### src/rtl/fetch_unit_if.sv
// fetch_unit_if: bundles the fetch unit's redirect, instruction-memory and
// decode-side handshake signals. The master modport is the fetch unit itself;
// the slave modport is its environment (memory, decode, branch resolution).
interface fetch_unit_if;
    logic        redirect_valid;
    logic [31:0] redirect_pc;
    logic        imem_req_valid;
    logic        imem_req_ready;
    logic [31:0] imem_req_addr;
    logic        imem_resp_valid;
    logic [31:0] imem_resp_data;
    logic        if_valid;
    logic        if_ready;
    logic [31:0] if_instr;
    logic [31:0] if_pc;
    logic        fetch_fault;

    modport master (
        input  redirect_valid, redirect_pc,
        input  imem_req_ready, imem_resp_valid, imem_resp_data,
        input  if_ready,
        output imem_req_valid, imem_req_addr,
        output if_valid, if_instr, if_pc,
        output fetch_fault
    );

    modport slave (
        output redirect_valid, redirect_pc,
        output imem_req_ready, imem_resp_valid, imem_resp_data,
        output if_ready,
        input  imem_req_valid, imem_req_addr,
        input  if_valid, if_instr, if_pc,
        input  fetch_fault
    );
endinterface

### src/rtl/fetch_unit.sv
// fetch_unit: MIPS instruction fetch front end. Owns the PC, issues one word
// request at a time to instruction memory, buffers the returned instruction
// with its address for decode, and takes next-PC redirects from branch
// resolution. Wrong-path responses are drained and discarded.
// Optional feature: define FETCH_ALIGN_CHECK_EN to trap misaligned redirect
// targets into a sticky FAULT state; without it the low two target bits are
// cleared and fetch_fault is tied low.
module fetch_unit #(
    parameter logic [31:0] RESET_PC = 32'h0000_0000
) (
    input  logic         clk,
    input  logic         rst_n,
    fetch_unit_if.master bus
);

    typedef enum logic [2:0] {
        IDLE  = 3'd0,
        ISSUE = 3'd1,
        WAIT  = 3'd2,
        HOLD  = 3'd3,
        DRAIN = 3'd4
`ifdef FETCH_ALIGN_CHECK_EN
        , FAULT = 3'd5
`endif
    } fetchState_t;

    fetchState_t state;
    fetchState_t nextState;
    fetchState_t resumeState;   // where to go once nothing is in flight after a redirect

    logic [31:0] pc;            // next fetch address
    logic [31:0] tagPc;         // address of the outstanding request
    logic [31:0] ifInstr;
    logic [31:0] ifPc;

    logic        reqFire;
    logic        respSeen;
    logic        redirectTaken;
    logic [31:0] redirectTarget;

    assign reqFire  = (state == ISSUE) && bus.imem_req_ready;
    assign respSeen = bus.imem_resp_valid;

`ifdef FETCH_ALIGN_CHECK_EN
    logic fetchFault;
    logic misaligned;

    // Once faulted, redirects are ignored; only reset leaves FAULT.
    assign redirectTaken  = bus.redirect_valid && (state != FAULT);
    assign misaligned     = redirectTaken && (bus.redirect_pc[1:0] != 2'b00);
    assign redirectTarget = bus.redirect_pc;
    assign resumeState    = (misaligned || fetchFault) ? FAULT : ISSUE;
`else
    assign redirectTaken  = bus.redirect_valid;
    assign redirectTarget = bus.redirect_pc & 32'hFFFF_FFFC;
    assign resumeState    = ISSUE;
`endif

    // State register.
    always_ff @(posedge clk or negedge rst_n) begin
        if (!rst_n) begin
            state <= IDLE;
        end else begin
            // NOTE: sequential state uses non-blocking assignment so every
            // register samples pre-edge values regardless of block ordering.
            state <= nextState;
        end
    end

    // Next-state logic: sequential flow plus redirect/drain handling.
    always_comb begin
        // NOTE: default assignment first so no path through the case leaves
        // nextState unassigned and infers a latch.
        nextState = state;
        case (state)
            IDLE:  nextState = resumeState;
            ISSUE: begin
                if (reqFire) begin
                    nextState = redirectTaken ? DRAIN : WAIT;
                end else begin
                    nextState = resumeState;
                end
            end
            WAIT: begin
                if (redirectTaken) begin
                    nextState = respSeen ? resumeState : DRAIN;
                end else if (respSeen) begin
                    nextState = HOLD;
                end
            end
            HOLD: begin
                if (redirectTaken) begin
                    nextState = resumeState;
                end else if (bus.if_ready) begin
                    nextState = ISSUE;
                end
            end
            DRAIN: begin
                if (respSeen) begin
                    nextState = resumeState;
                end
            end
`ifdef FETCH_ALIGN_CHECK_EN
            FAULT: nextState = FAULT;
`endif
            default: nextState = IDLE;
        endcase
    end

    // Datapath registers: PC, request tag, decode buffer and fault flag.
    always_ff @(posedge clk or negedge rst_n) begin
        if (!rst_n) begin
            pc         <= RESET_PC;
            tagPc      <= 32'h0;
            ifInstr    <= 32'h0;
            ifPc       <= 32'h0;
`ifdef FETCH_ALIGN_CHECK_EN
            fetchFault <= 1'b0;
`endif
        end else begin
            if (redirectTaken) begin
                pc <= redirectTarget;
            end else if (reqFire) begin
                pc <= pc + 32'd4;
            end
            if (reqFire) begin
                tagPc <= pc;
            end
            if ((state == WAIT) && respSeen && !redirectTaken) begin
                ifInstr <= bus.imem_resp_data;
                ifPc    <= tagPc;
            end
`ifdef FETCH_ALIGN_CHECK_EN
            if (misaligned) begin
                fetchFault <= 1'b1;
            end
`endif
        end
    end

    // Outputs decoded from state and registered datapath.
    always_comb begin
        bus.imem_req_valid = (state == ISSUE);
        bus.imem_req_addr  = pc;
        bus.if_valid       = (state == HOLD);
        bus.if_instr       = ifInstr;
        bus.if_pc          = ifPc;
`ifdef FETCH_ALIGN_CHECK_EN
        bus.fetch_fault    = fetchFault;
`else
        bus.fetch_fault    = 1'b0;
`endif
    end

endmodule
### src/flat_wrapper.sv
// flat-port wrapper written by rule: the top's interface ports become plain ports
module fetch_unit_flat 
#(
    parameter logic [31:0] RESET_PC = 32'h0000_0000
)
  (clk, rst_n, bus_redirect_valid, bus_redirect_pc, bus_imem_req_ready, bus_imem_resp_valid, bus_imem_resp_data, bus_if_ready, bus_imem_req_valid, bus_imem_req_addr, bus_if_valid, bus_if_instr, bus_if_pc, bus_fetch_fault);
  fetch_unit_if bus_i ();
  input  logic clk;
  input  logic rst_n;
  input wire logic [$bits(bus_i.redirect_valid)-1:0] bus_redirect_valid;
  input wire logic [$bits(bus_i.redirect_pc)-1:0] bus_redirect_pc;
  input wire logic [$bits(bus_i.imem_req_ready)-1:0] bus_imem_req_ready;
  input wire logic [$bits(bus_i.imem_resp_valid)-1:0] bus_imem_resp_valid;
  input wire logic [$bits(bus_i.imem_resp_data)-1:0] bus_imem_resp_data;
  input wire logic [$bits(bus_i.if_ready)-1:0] bus_if_ready;
  output wire logic [$bits(bus_i.imem_req_valid)-1:0] bus_imem_req_valid;
  output wire logic [$bits(bus_i.imem_req_addr)-1:0] bus_imem_req_addr;
  output wire logic [$bits(bus_i.if_valid)-1:0] bus_if_valid;
  output wire logic [$bits(bus_i.if_instr)-1:0] bus_if_instr;
  output wire logic [$bits(bus_i.if_pc)-1:0] bus_if_pc;
  output wire logic [$bits(bus_i.fetch_fault)-1:0] bus_fetch_fault;
  assign bus_i.redirect_valid = bus_redirect_valid;
  assign bus_i.redirect_pc = bus_redirect_pc;
  assign bus_i.imem_req_ready = bus_imem_req_ready;
  assign bus_i.imem_resp_valid = bus_imem_resp_valid;
  assign bus_i.imem_resp_data = bus_imem_resp_data;
  assign bus_i.if_ready = bus_if_ready;
  assign bus_imem_req_valid = bus_i.imem_req_valid;
  assign bus_imem_req_addr = bus_i.imem_req_addr;
  assign bus_if_valid = bus_i.if_valid;
  assign bus_if_instr = bus_i.if_instr;
  assign bus_if_pc = bus_i.if_pc;
  assign bus_fetch_fault = bus_i.fetch_fault;
  fetch_unit #(.RESET_PC(RESET_PC)) u_core (.clk(clk), .rst_n(rst_n), .bus(bus_i));
endmodule
### config.mk
export PLATFORM = sky130hd
export DESIGN_NAME = fetch_unit_flat
export DESIGN_NICKNAME = d
export VERILOG_FILES = /design/src/rtl/fetch_unit_if.sv /design/src/rtl/fetch_unit.sv /design/src/flat_wrapper.sv
export SDC_FILE = /design/constraint.sdc
export NUM_CORES = 1
export LEC_CHECK = 0
export BUFFER_PORTS_ARGS = -buffer_cell sky130_fd_sc_hd__buf_4
export CAP_MARGIN = 15
export CORE_MARGIN = 2
export CORE_UTILIZATION = 31
export DETAILED_ROUTE_END_ITERATION = 10
export SYNTH_ARGS = -nofsm -noshare
export SYNTH_HDL_FRONTEND = slang
export SYNTH_SLANG_ARGS = --single-unit
### constraint.sdc
create_clock -name clk -period 3.9 [get_ports clk]
set_input_delay 1.17 -clock clk [delete_from_list [all_inputs] [get_ports clk]]
set_output_delay 1.17 -clock clk [all_outputs]
set_load 0.02 [all_outputs]
==> metrics.md <==
| Metric | Value |
|---|---|
| Wl on met1 | 5481 µm |
| DP Wirelength | 8832 µm |
| Via Count | ~3700 |
| Setup bufs post-CTS | 0 |
| Sequential share of the synthesized area | 57.39% |
| Post-synth top area share | between 50% and 60% |
| Count leader, synth | dfrtp_1 |
| Cts hold-fix bufs | 0 |
| Total gr overflow | 0 |
| Outcome | finished, final reports clean |
| Mapped cell area | 5450 µm² |
| Metal2 WL | 6017 µm |
| Max-cap violations | 0 |
| Root buf cell | clkbuf_16 |
| Met3 WL post-DR | around 860 µm |
| Syn avg cell area | approximately 13 µm² |
| Avg WL per Cell | 15.36 µm |
| Unrepaired setup endpoints after global routing | no |
| Worst slew pin tran | 0.7792 ns |
| Slew Limit Fails | 0 |
| Num CTS Buffers | 17 |
| Worst-path clk slew | 0.06 ns |
| Finished Cell Area | around 7500 µm² |
| Layout cells sized above 1 | 49.92% |
| CP peak stage delay | 0.42 ns |
| CP arrival | approximately 3.0 ns |
| ANT nets after route | 0 |
| Core Area | between 15000 and 20000 µm² |
| Yosys top cell by area | dfrtp_1 |
| Commonest cells post-synth | 125 x dfrtp_1, 85 x mux2_2, 46 x nand2_1 |
| Global Route Usage Sum | 13.98% |
| Vias in the first global route | around 3800 |
| Post-CTS sizing | 0 |
| # DRC | 0 |
| Hold Path Origin | u_core.tagPc[6] |
| Final setup vio count | 0 |
| First drt pass iteration count | 4 |
| Placed Area | 6858 µm² |
| Post-synth EDFFs | 0 |
| Setup TNS | 0 ns |
| Crit-path slowest cell | nor4b_1 |
| Uppermost routed layer | met4 |
| Synth-to-layout area growth | 38.20% |
| Top cells by area, synth | dfrtp_1 57%, mux2_2 18%, nand2_1 3.2%, xnor2_1 2.6%, mux2_1 1.9% |
| Total Wirelength | 12560 µm |
| CP cell instances | buf_4, nor4b_1, nand2_2, buf_12, mux2_1 |
| Peak supply drop | 0.2870 mV |
| Post-synth ARST share | between 90% and 100% |
| Port bufs | approximately 160 |
| I/O pins | 169 |
| Fin crit period | 2.679 ns |
| Multi-input gate area | 2173 µm² |
| CTS Sinks | 125 |
| Startpoint class of the critical path | input pin |
| Leakage Power | approximately 0.0036 µW |
| Clock latency on the worst-skew pair | approximately 0.4 ns |
| Mapped Cells | roughly 420 |
| Reg2reg start | u_core.state[1] |
| ANT cells | 0 |
| First-pass GRT wire length | between 15000 and 20000 µm |
| Final Cycle Share | between 60% and 70% |
| Die H | 136.6 µm |
| Worst Path Required | 4.19 ns |
| Sequential Area | 3128 µm² |
| Main synth FF type | dfrtp_1 |
| Fillers | approximately 1600 |
| RePlAce Congestion | between 0.7 and 0.8 |
| CTS Buffer Depth | 2 |
| Largest net degree at the start of global routing | 84 |
| DRT iter0 DRCs | 143 |
| Total number of yosys warnings | 0 |
| Distinct cells, synth | 40 |
| Final Hold Fails | 0 |
| H-tree depth | 4 |
| TritonCTS clock tree | built |
| Pwr/cell area | roughly 730 nW/µm² |
| Die Span X | 136.6 µm |
| Initial core utilization | 31.62% |
| Seq cells post-synth | 125 |
| CP Max Fanout | 62 |
| Clk_skew | between 0.005 and 0.006 ns |
| Via density | about 4.5 |
| Crit. End Element | flop |
| FP Rows | 48 |
| Hold WC Path Type | flop to flop |
| WS Path Type | input pin to flop |
| # nets final | 651 |
| Initial antenna violation count | 0 |
| Die area | 18660 µm² |
| Relative slew margins | 48.05% |
| Achievable clock frequency | 373.3 MHz |
| Worst setup path start | bus_redirect_valid |
cell type report:
class	instances	area share (%)
well taps	225	3.738
inverters	4	0.1993
clock inverters	10	2.791
clock buffers	22	6.163
repair buffers	164	16.73
flip-flops and latches	125	41.53
multi-input cells	268	28.85
flip-flops by register name (all words and copies together), names as in the netlist:
signal	cells
u_core.bus.if_instr	32
u_core.bus.if_pc	30
u_core.bus.imem_req_addr	30
u_core.tagPc	30
u_core.state	3
critical path, delay by kind of cell:
family | cells | cell delay [ns]
and+or+nand+nor | 2 | 0.82
buffers and inverters | 2 | 0.60
muxes | 1 | 0.33
layer usage:
layer	track usage, %	up-vias
met3	4.370	17
li1	-	1776
met2	21.89	116
met1	17.95	1805
met5	0	-
met4	5.729	0
power breakdown:
group	switching (µW)	internal, µW
registers	281	1760
logic	807	846
clock network	561	1230
worst paths after layout:
check / end / slack, ns / cells past startpoint
setup / recovery: u_core.bus.if_pc[8] / 1.22 / 5
hold / removal: u_core.bus.if_pc[6] / 0.48 / 1
setup reg to reg: u_core.bus.imem_req_addr[20] / 1.72 / 5
hold reg to reg: u_core.bus.if_pc[6] / 0.48 / 1
max in group asynchronous: u_core.bus.if_pc[24] / 2.37 / 2
min in group asynchronous: u_core.bus.if_pc[26] / 0.78 / 1
placed cells by master, fill, tap and decap left out, types with 6 or more instances in the layout:
cell	instances
nand3_1	9
mux2_2	85
clkbuf_16	17
dfrtp_1	125
xor2_1	11
o21ai_0	16
nand2_1	45
o21ai_1	15
nor3_1	7
bufinv_16	6
buf_4	161
xnor2_1	16
mux2_1	9
cells by family (layout without fill, tap and decap cells):
family	count (synthesis)	after routing	share of synthesized area [%]
xor gates and xnor gates	27	27	4.339
other	1	5	0.06880
AOI/OAI and AO/OA	34	34	3.283
adders and majority gates	1	1	0.2295
buffers and inverters	30	200	3.053
and+or+nand+nor	106	106	12.03
DFF	125	125	57.39
muxes	95	95	19.61
stage by stage:
stage | util (%) | setup WS [ns] | instances | hold slack, ns | power, µW
floorplan | - | 1.489 | 423 | 0.4541 | 3017
global placement | 39.79 | 0.7894 | 786 | 0.4632 | 3692
detailed placement | 39.79 | 0.7362 | 786 | 0.4685 | 3750
CTS | 43.70 | 1.183 | 818 | 0.4870 | 5578
global route | 43.70 | 1.055 | 818 | 0.5116 | 5797
finish | 43.70 | 1.221 | 818 | 0.4827 | 5491
(Power assumes the default switching activity.)
